[config.mk]
export PLATFORM = sky130hd
export DESIGN_NAME = raster_scheduler
export DESIGN_NICKNAME = d
export VERILOG_FILES = /design/src/rtl/gpu_pkg.sv /design/src/rtl/tri_fifo.sv /design/src/rtl/raster_scheduler.sv
export SDC_FILE = /design/constraint.sdc
export NUM_CORES = 2
export LEC_CHECK = 0
export BUFFER_PORTS_ARGS = -buffer_cell sky130_fd_sc_hd__buf_4
export CORE_ASPECT_RATIO = 1.4
export CORE_MARGIN = 4
export CORE_UTILIZATION = 35
export DETAILED_ROUTE_END_ITERATION = 8
export GPL_TIMING_DRIVEN = 0
export PLACE_DENSITY_LB_ADDON = 0.2
export SYNTH_ARGS = -nofsm -noshare
export SYNTH_HDL_FRONTEND = slang
export SYNTH_SLANG_ARGS = --single-unit
[constraint.sdc]
create_clock -name clk -period 25.8 [get_ports clk]
set_input_delay 1.29 -clock clk [delete_from_list [all_inputs] [get_ports clk]]
set_output_delay 1.29 -clock clk [all_outputs]
set_load 0.02 [all_outputs]
[src/rtl/gpu_pkg.sv]
// Shared GPU types: vertex layout, triangle FIFO entry and the
// scheduler state encoding used by raster_scheduler.
package gpu_pkg;

    // One vertex: three IEEE-754 singles, x in the low word.
    typedef struct packed {
        logic [31:0] z;
        logic [31:0] y;
        logic [31:0] x;
    } vertex_t;

    typedef struct packed {
        vertex_t p1;
        vertex_t p2;
        vertex_t p3;
        logic    last;
    } tri_entry_t;

    typedef enum logic [1:0] {
        ST_IDLE  = 2'd0,
        ST_START = 2'd1,
        ST_WAIT  = 2'd2,
        ST_SWAP  = 2'd3
    } sched_state_e;

endpackage

[src/rtl/tri_fifo.sv]
// Register-based synchronous FIFO of triangle entries.
// Ports: i_push/i_data write, i_pop retires the head,
// o_head / o_head_nxt expose the first two entries,
// o_full / o_empty / o_level report occupancy.
module tri_fifo
    import gpu_pkg::*;
#(
    parameter  int DEPTH = 4,
    localparam int AW    = $clog2(DEPTH)
) (
    input  logic       clk,
    input  logic       areset,
    input  logic       i_push,
    input  tri_entry_t i_data,
    input  logic       i_pop,
    output tri_entry_t o_head,
    output tri_entry_t o_head_nxt,
    output logic       o_full,
    output logic       o_empty,
    output logic [AW:0] o_level
);

    tri_entry_t    r_mem [DEPTH];
    logic [AW-1:0] r_wr;
    logic [AW-1:0] r_rd;
    logic [AW:0]   r_cnt;
    logic [AW-1:0] w_rd_nxt;

    // DEPTH is a power of two, so pointers wrap naturally.
    assign w_rd_nxt = r_rd + AW'(1);

    always_ff @(posedge clk or posedge areset) begin
        if (areset) begin
            r_wr  <= '0;
            r_rd  <= '0;
            r_cnt <= '0;
        end else begin
            if (i_push)
                r_wr <= r_wr + AW'(1);
            if (i_pop)
                r_rd <= w_rd_nxt;
            if (i_push && !i_pop)
                r_cnt <= r_cnt + (AW+1)'(1);
            else if (i_pop && !i_push)
                r_cnt <= r_cnt - (AW+1)'(1);
        end
    end

    // Payload storage needs no reset; occupancy guards reads.
    always_ff @(posedge clk) begin
        if (i_push)
            r_mem[r_wr] <= i_data;
    end

    assign o_head     = r_mem[r_rd];
    assign o_head_nxt = r_mem[w_rd_nxt];
    assign o_full     = (r_cnt == (AW+1)'(DEPTH));
    assign o_empty    = (r_cnt == '0);
    assign o_level    = r_cnt;

endmodule

[src/rtl/raster_scheduler.sv]
// Buffers triangles and issues them one at a time to the rasterizer,
// holding frame-buffer access for the frame and pulsing swap at its end.
// Ports: tri_* producer handshake, ru_* rasterizer start/done + vertices,
// gpu_access/swap frame control, busy/level/tri_count status.
module raster_scheduler
    import gpu_pkg::*;
#(
    parameter  int DEPTH      = 4,
    parameter  int START_HOLD = 3,
    localparam int LW         = $clog2(DEPTH) + 1,
    localparam int HW         = (START_HOLD > 1) ? $clog2(START_HOLD) : 1
) (
    input  logic          clk,
    input  logic          areset,
    input  logic          tri_valid,
    output logic          tri_ready,
    input  vertex_t       tri_p1,
    input  vertex_t       tri_p2,
    input  vertex_t       tri_p3,
    input  logic          tri_last,
    output logic          ru_start,
    output vertex_t       ru_p1,
    output vertex_t       ru_p2,
    output vertex_t       ru_p3,
    input  logic          ru_done,
    output logic          gpu_access,
    output logic          swap,
    output logic          busy,
    output logic [LW-1:0] level,
    output logic [15:0]   tri_count
);

    sched_state_e  r_state;
    logic [HW-1:0] r_hold;
    logic          r_open;
    logic [15:0]   r_cnt;
    vertex_t       r_p1;
    vertex_t       r_p2;
    vertex_t       r_p3;

    tri_entry_t    w_in;
    tri_entry_t    w_head;
    tri_entry_t    w_head_nxt;
    logic          w_push;
    logic          w_pop;
    logic          w_full;
    logic          w_empty;
    logic [LW-1:0] w_level;
    logic          w_hold_last;

    assign w_in        = '{p1: tri_p1, p2: tri_p2, p3: tri_p3, last: tri_last};
    assign w_push      = tri_valid && !w_full;
    assign w_pop       = (r_state == ST_WAIT) && ru_done;
    assign w_hold_last = (r_hold == HW'(START_HOLD - 1));

    tri_fifo #(.DEPTH(DEPTH)) u_fifo (
        .clk        (clk),
        .areset     (areset),
        .i_push     (w_push),
        .i_data     (w_in),
        .i_pop      (w_pop),
        .o_head     (w_head),
        .o_head_nxt (w_head_nxt),
        .o_full     (w_full),
        .o_empty    (w_empty),
        .o_level    (w_level)
    );

    always_ff @(posedge clk or posedge areset) begin
        if (areset) begin
            r_state <= ST_IDLE;
            r_hold  <= '0;
            r_open  <= 1'b0;
            r_cnt   <= '0;
            r_p1    <= '0;
            r_p2    <= '0;
            r_p3    <= '0;
        end else begin
            unique case (r_state)
                ST_IDLE: begin
                    if (!w_empty) begin
                        r_p1    <= w_head.p1;
                        r_p2    <= w_head.p2;
                        r_p3    <= w_head.p3;
                        r_open  <= 1'b1;
                        r_hold  <= '0;
                        r_state <= ST_START;
                    end
                end
                ST_START: begin
                    if (w_hold_last) begin
                        r_hold  <= '0;
                        r_state <= ST_WAIT;
                    end else begin
                        r_hold <= r_hold + HW'(1);
                    end
                end
                ST_WAIT: begin
                    if (ru_done) begin
                        if (r_cnt != 16'hFFFF)
                            r_cnt <= r_cnt + 16'd1;
                        if (w_head.last) begin
                            r_state <= ST_SWAP;
                        end else if (w_level > LW'(1)) begin
                            // Entry behind the popped head goes out directly.
                            r_p1    <= w_head_nxt.p1;
                            r_p2    <= w_head_nxt.p2;
                            r_p3    <= w_head_nxt.p3;
                            r_hold  <= '0;
                            r_state <= ST_START;
                        end else begin
                            r_state <= ST_IDLE;
                        end
                    end
                end
                ST_SWAP: begin
                    r_open  <= 1'b0;
                    r_cnt   <= '0;
                    r_state <= ST_IDLE;
                end
                default: r_state <= ST_IDLE;
            endcase
        end
    end

    assign tri_ready  = !w_full;
    assign ru_start   = (r_state == ST_START);
    assign ru_p1      = r_p1;
    assign ru_p2      = r_p2;
    assign ru_p3      = r_p3;
    assign gpu_access = r_open && (r_state != ST_SWAP);
    assign swap       = (r_state == ST_SWAP);
    assign busy       = (r_state != ST_IDLE) || !w_empty;
    assign level      = w_level;
    assign tri_count  = r_cnt;

endmodule

# Word-level counts from Yosys, hierarchy flattened
# Memory sizes are Yosys's and may differ from the RTL's.
# Cells that the tools add are included.
# op_classes
addsub,6
multipliers,0
div_mod_pow,0
magnitude_cmp,1
n_eq_ne,13
shift,0
n_mux,36
bitwise_logic,0
reduce_logical,23
# ops
cell,n
$mux 96,12
$pmux 96 s2,3
$mux 16,2
$pmux 16 s2,1
$mux 2,9
$add 16x1->16 const B,1
$ne 16x16->1 const B,1
$reduce_and 5->1,2
$reduce_bool 2->1,5
$ne 2x2->1 const B,4
$pmux 2 s4,1
$add 2x1->2 const B,3
$eq 2x2->1 const B,3
$mux 3,2
$ne 2x1->1 const B,3
$pmux 2 s3,1
$reduce_and 3->1,2
$logic_and 1x1->1,5
$logic_not 1->1,4
$mux 1,4
$add 3x1->3 const B,1
$eq 3x3->1 const B,1
$gt 3x1->1 const B,1
$logic_not 3->1,1
other kinds (7),7
# totals
reg_bits,316
latch_bits,0
ramBits,1156
mem_bits_ro,0
input_bits,293
output_inout_bits,312
memories,1
# memory_table
memory,words,width,read_ports,rd_ports_with_merged_regs,wr,line_no,source
u_fifo.r_mem,4,289,2,0,1,tri_fifo.sv:23,tri_entry_t r_mem [DEPTH];

# Longest topological paths before layout
# depth
ltp_word,7
depth_mapped,9
ltp_nobuf,8

# Hierarchy
# Synthesis repeated with hierarchy kept, for this count alone.
# unflattened
hier_cells,3602
hier_area_um2,63204.4
# by_module_without_submodules
mod,instances,cells_per_inst,area_per_inst_um2
tri_fifo,1,1898,48958.2
raster_scheduler,1,1704,14246.2

# Worst setup path before layout
# Ideal clock, no wire load.
# synth_timing
path_kind,input -> register
startpoint,input port tri_valid
endpoint,memory u_fifo.r_mem[3][0] (netlist bit) (enable)
setup_ns,0.690
t_arrival_ns,7.915
required_ns,25.110
setup_slack_ns,17.196
path_stages,1
path_cell_list,and3_1
# synth_via
elab_chain_len,3
# synth_lines
element,line_no,source
"start, declared",raster_scheduler.sv:15,"input logic tri_valid,"
$logic_and 1x1->1,raster_scheduler.sv:52,assign w_push = tri_valid && !w_full;
$mux 1,tri_fifo.sv:51,if (i_push)
$mux 1 (implied by the code),tri_fifo.sv:52,r_mem[r_wr] <= i_data;
"end, declared",tri_fifo.sv:23,
# Every way passes these cells.

# Worst setup path in the final report
# layout_timing
startpoint,register u_fifo.r_rd[0]
endpoint,register r_p2 (netlist bit ru_p2[87])
# layout_via
elab_chain_len,6
word_cells_on_any_way,9
classes_between,1 x add/sub; 1 x eq/ne; 5 x mux; 1 x reduce/logical; 1 x memory
# layout_lines
element,line_no,source
"start, declared",tri_fifo.sv:25,logic [AW-1:0] r_rd;
"start signal, assigned",tri_fifo.sv:41,r_rd <= w_rd_nxt;
$add 2x1->2,tri_fifo.sv:30,assign w_rd_nxt = r_rd + AW'(1);
$mem_v2 4x289 (*),n/a,
$mux 96,raster_scheduler.sv:104,end else if (w_level > LW'(1)) begin
$mux 96,raster_scheduler.sv:102,if (w_head.last) begin
$mux 96,raster_scheduler.sv:99,if (ru_done) begin
$pmux 96 s2,raster_scheduler.sv:79,unique case (r_state)
"end signal, assigned",raster_scheduler.sv:83,r_p2 <= w_head.p2;
"end signal, assigned",raster_scheduler.sv:107,r_p2 <= w_head_nxt.p2;
"end, declared",raster_scheduler.sv:38,vertex_t r_p2;
# Every way passes the cells marked *; elsewhere a longest branch is shown, timed or not. The select of a mux whose other input is x is not followed.
# A chain may end at the register's enable or synchronous reset.

==> flow_summary.json <==
{
  "status": "complete, no violations",
  "worst_slack_ns": 21.89,
  "grt_first_pass_wirelength_mm": 325,
  "fin_setup_tns_ns": 0,
  "synth_cell_types": 53,
  "place_ws_ns": 21.88,
  "grt_max_degree": 91,
  "wl_per_cell_um": 27.9,
  "finClkSkew_ns": 0.0427,
  "power.leakage_uw": 0.0258,
  "cp_max_fo": 10,
  "dr_total_vias": 46600,
  "insertion_delay_ns": 0.82,
  "finalCritPeriodShare": 0.151,
  "critPathLaunchType": "flip-flop",
  "cap_violations": 0,
  "setup_violations": 0,
  "worstMarginPinSlew_ns": 1.44,
  "post_cts_buffers": 0,
  "grt_pass1_vias": 47400,
  "ant_nets": 0,
  "ys_warn_count": 0,
  "final_cells": 8054,
  "syn_area_um2": 64000,
  "synthArstFlopShare": 0.215,
  "cts-resized-gates": 0,
  "synth-main-ff-cell": "edfxtp_1",
  "synth_edf_count": 1156,
  "power_density_nw_per_um2": 120,
  "rsz0062_at_grt": "no",
  "ir_drop_mv": 0.0779,
  "die_area_um2": 190000,
  "io_pins": 605,
  "nets": 5759,
  "drtPass1Iterations": 6,
  "endpoint_kind": "flip-flop",
  "synth_nets": 4970,
  "drt-vias-per-instance": 5.79,
  "arrival_ns": 4.63,
  "dieWidth_um": 369,
  "track_usage": 0.229,
  "globalRouteOverflowTotal": 0,
  "syn_inst": 4667,
  "max_slew_margin": 0.0430,
  "dr.first_iter.drc_count": 4812,
  "clkSinkCount": 1472,
  "num_rows": 185,
  "area_delta_synth_final_pct": 21.2,
  "layout_min_cycle_time_ns": 3.91,
  "fin_util": 0.427,
  "max_freq_mhz": 256,
  "gp_congestion": 0.849,
  "cts_tree": "done",
  "post-dp-hpwl_mm": 148,
  "nFillCells": 16800,
  "routed_wl_mm": 225,
  "avgSynthCellArea_um2": 13.7,
  "cp.required_ns": 26.53,
  "ctsHtreeMaxLevel": 4,
  "antenna_found_initial": 63,
  "root_buffer": "clkbuf_16",
  "yosysSeqAreaShare": 0.666,
  "criticalPathCategory": "reg -> reg",
  "die_h_um": 514,
  "cts-buffers-inserted": 155,
  "hold_violations": 0,
  "timing.hold.ws_ns": 0.519,
  "dp_cells": 7730,
  "drive_gt1_frac": 0.245,
  "clk_pin_slew_ns": 0.06,
  "synth_seq_cells": 1472,
  "maxSlewViolCount": 0,
  "io_buffers": 604,
  "hold_buffers": 0,
  "initial_core_util": 0.352,
  "hp-class": "reg -> reg",
  "cts_buffer_depth": 3,
  "drc": 0,
  "core_um2": 182000
}
cell families (layout without fill, tap and decap cells):
kind of cell,count (synthesis),count (layout),share of synthesized area
other,0,34,0
AOI/OAI and AO/OA,1482,1482,0.157
xor gates and xnor gates,6,6,0.000821
adders and majority gates,10,10,0.00196
DFF,1472,1472,0.666
and+or+nand+nor,945,945,0.0909
buffers and inverters,461,1383,0.0317
muxes,291,291,0.0514
stage by stage:
step           area [um2]  total power (uW)
2_1_floorplan       64000              5640
5_1_grt             77500              9730
3_5_place_dp        72300              7070
4_1_cts             77500              9340
3_3_place_gp        71600              7230
6_report            77500              9290
where the power goes:
part           internal (uW)  total, uW  switching, uW
clock network           1270       2250            982
logic                   1340       3570           2230
registers               3200       3470            266
total                   5810       9290           3470
placed cells by master, fill, tap and decap left out, types with 6 or more instances in the layout:
cell type / n
ha_1: 10
mux2_2: 288
dfrtp_1: 316
and2_0: 210
a21oi_1: 7
nand2_1: 22
buf_6: 23
a31o_1: 210
nand3_1: 10
clkinv_1: 8
bufinv_16: 8
o221ai_1: 288
inv_1: 6
nor3_1: 289
clkbuf_8: 22
clkinv_2: 31
o22ai_1: 288
edfxtp_1: 1156
diode_2: 34
buf_2: 90
clkbuf_16: 155
buf_1: 31
and2_1: 80
nor3b_1: 288
buf_4: 607
buf_16: 25
o21ai_0: 582
clkbuf_1: 343
and3_1: 7
nor2_1: 18
clkinv_8: 6
a31o_2: 79
synthesized netlist by cell type (2+ instances only):
cell type | number | share of area
edfxtp_1 | 1156 | 0.54
o21ai_0 | 582 | 0.046
dfrtp_1 | 316 | 0.12
clkbuf_1 | 306 | 0.018
nor3_1 | 289 | 0.023
mux2_2 | 288 | 0.051
nor3b_1 | 288 | 0.034
o221ai_1 | 288 | 0.039
o22ai_1 | 288 | 0.028
a31o_1 | 210 | 0.029
and2_0 | 210 | 0.021
buf_2 | 90 | 0.0070
and2_1 | 80 | 0.0078
a31o_2 | 79 | 0.011
buf_1 | 31 | 0.0018
buf_6 | 23 | 0.0040
nand2_1 | 22 | 0.0013
nor2_1 | 18 | 0.0011
and3_1 | 11 | 0.0011
ha_1 | 10 | 0.0020
nand3_1 | 10 | 0.00078
a21oi_1 | 7 | 0.00055
inv_1 | 7 | 0.00041
a31oi_1 | 5 | 0.00049
nand2b_1 | 5 | 0.00049
o21a_1 | 4 | 0.00047
xnor2_1 | 4 | 0.00055
buf_4 | 3 | 0.00035
nand4_1 | 3 | 0.00029
nor2b_1 | 3 | 0.00029
a211o_1 | 2 | 0.00027
a221o_1 | 2 | 0.00031
a22o_1 | 2 | 0.00027
a41oi_1 | 2 | 0.00027
and4_1 | 2 | 0.00027
mux2i_1 | 2 | 0.00031
o31ai_1 | 2 | 0.00023
xor2_1 | 2 | 0.00027
worst max-delay path, cell delays in order (launching register included):
cell	delay, ns
dfrtp_1	0.41
buf_2	0.48
clkbuf_1	0.69
clkbuf_1	1.09
clkbuf_1	0.56
o221ai_1	0.23
o21ai_0	0.14
a31o_1	0.17
final timing paths:
check / to / slack (ns) / depth (start not counted) / start
max in group asynchronous: ru_p2[45]$_DFFE_PP0P_ / 23.67 / 4 / areset
worst max register to register: ru_p2[87]$_DFFE_PP0P_ / 21.89 / 7 / u_fifo.r_rd[0]$_DFFE_PP0P_
worst min-delay path: ru_p1[94]$_DFFE_PP0P_ / 0.52 / 2 / ru_p1[94]$_DFFE_PP0P_
worst max-delay path: ru_p2[87]$_DFFE_PP0P_ / 21.89 / 7 / u_fifo.r_rd[0]$_DFFE_PP0P_
worst min register to register: ru_p1[94]$_DFFE_PP0P_ / 0.52 / 2 / ru_p1[94]$_DFFE_PP0P_
min in group asynchronous: ru_p2[31]$_DFFE_PP0P_ / 0.59 / 2 / areset
layer usage:
metal	global-route usage	part of all wire	up-vias	wire length (um)
li1	-	-	20200	-
met1	0.287	0.40	23700	89200
met2	0.370	0.47	2276	106000
met3	0.0823	0.11	372	23800
met4	0.0676	0.027	48	6010
met5	0	0.0013	-	299
flip-flops by register name (all words and copies together) (netlist names), 3 cells and up:
signal,cells
ru_p1,96
u_fifo.r_mem,1156
ru_p3,96
u_fifo.o_level,3
tri_count,16
ru_p2,96
cell type report:
cell class / instances / area, um2 / share of cell area
clock inverter: 72 / 791 / 0.0102
clock buffer: 218 / 4340 / 0.0559
buffer: 453 / 2000 / 0.0258
inverter: 8 / 37.5 / 0.000484
tap: 2431 / 3040 / 0.0392
sequential: 1472 / 42600 / 0.550
antenna: 34 / 85.1 / 0.00110
timing repair buffer: 632 / 5280 / 0.0681
multi-input combinational: 2734 / 19300 / 0.250
(Power assumes the default switching activity.)
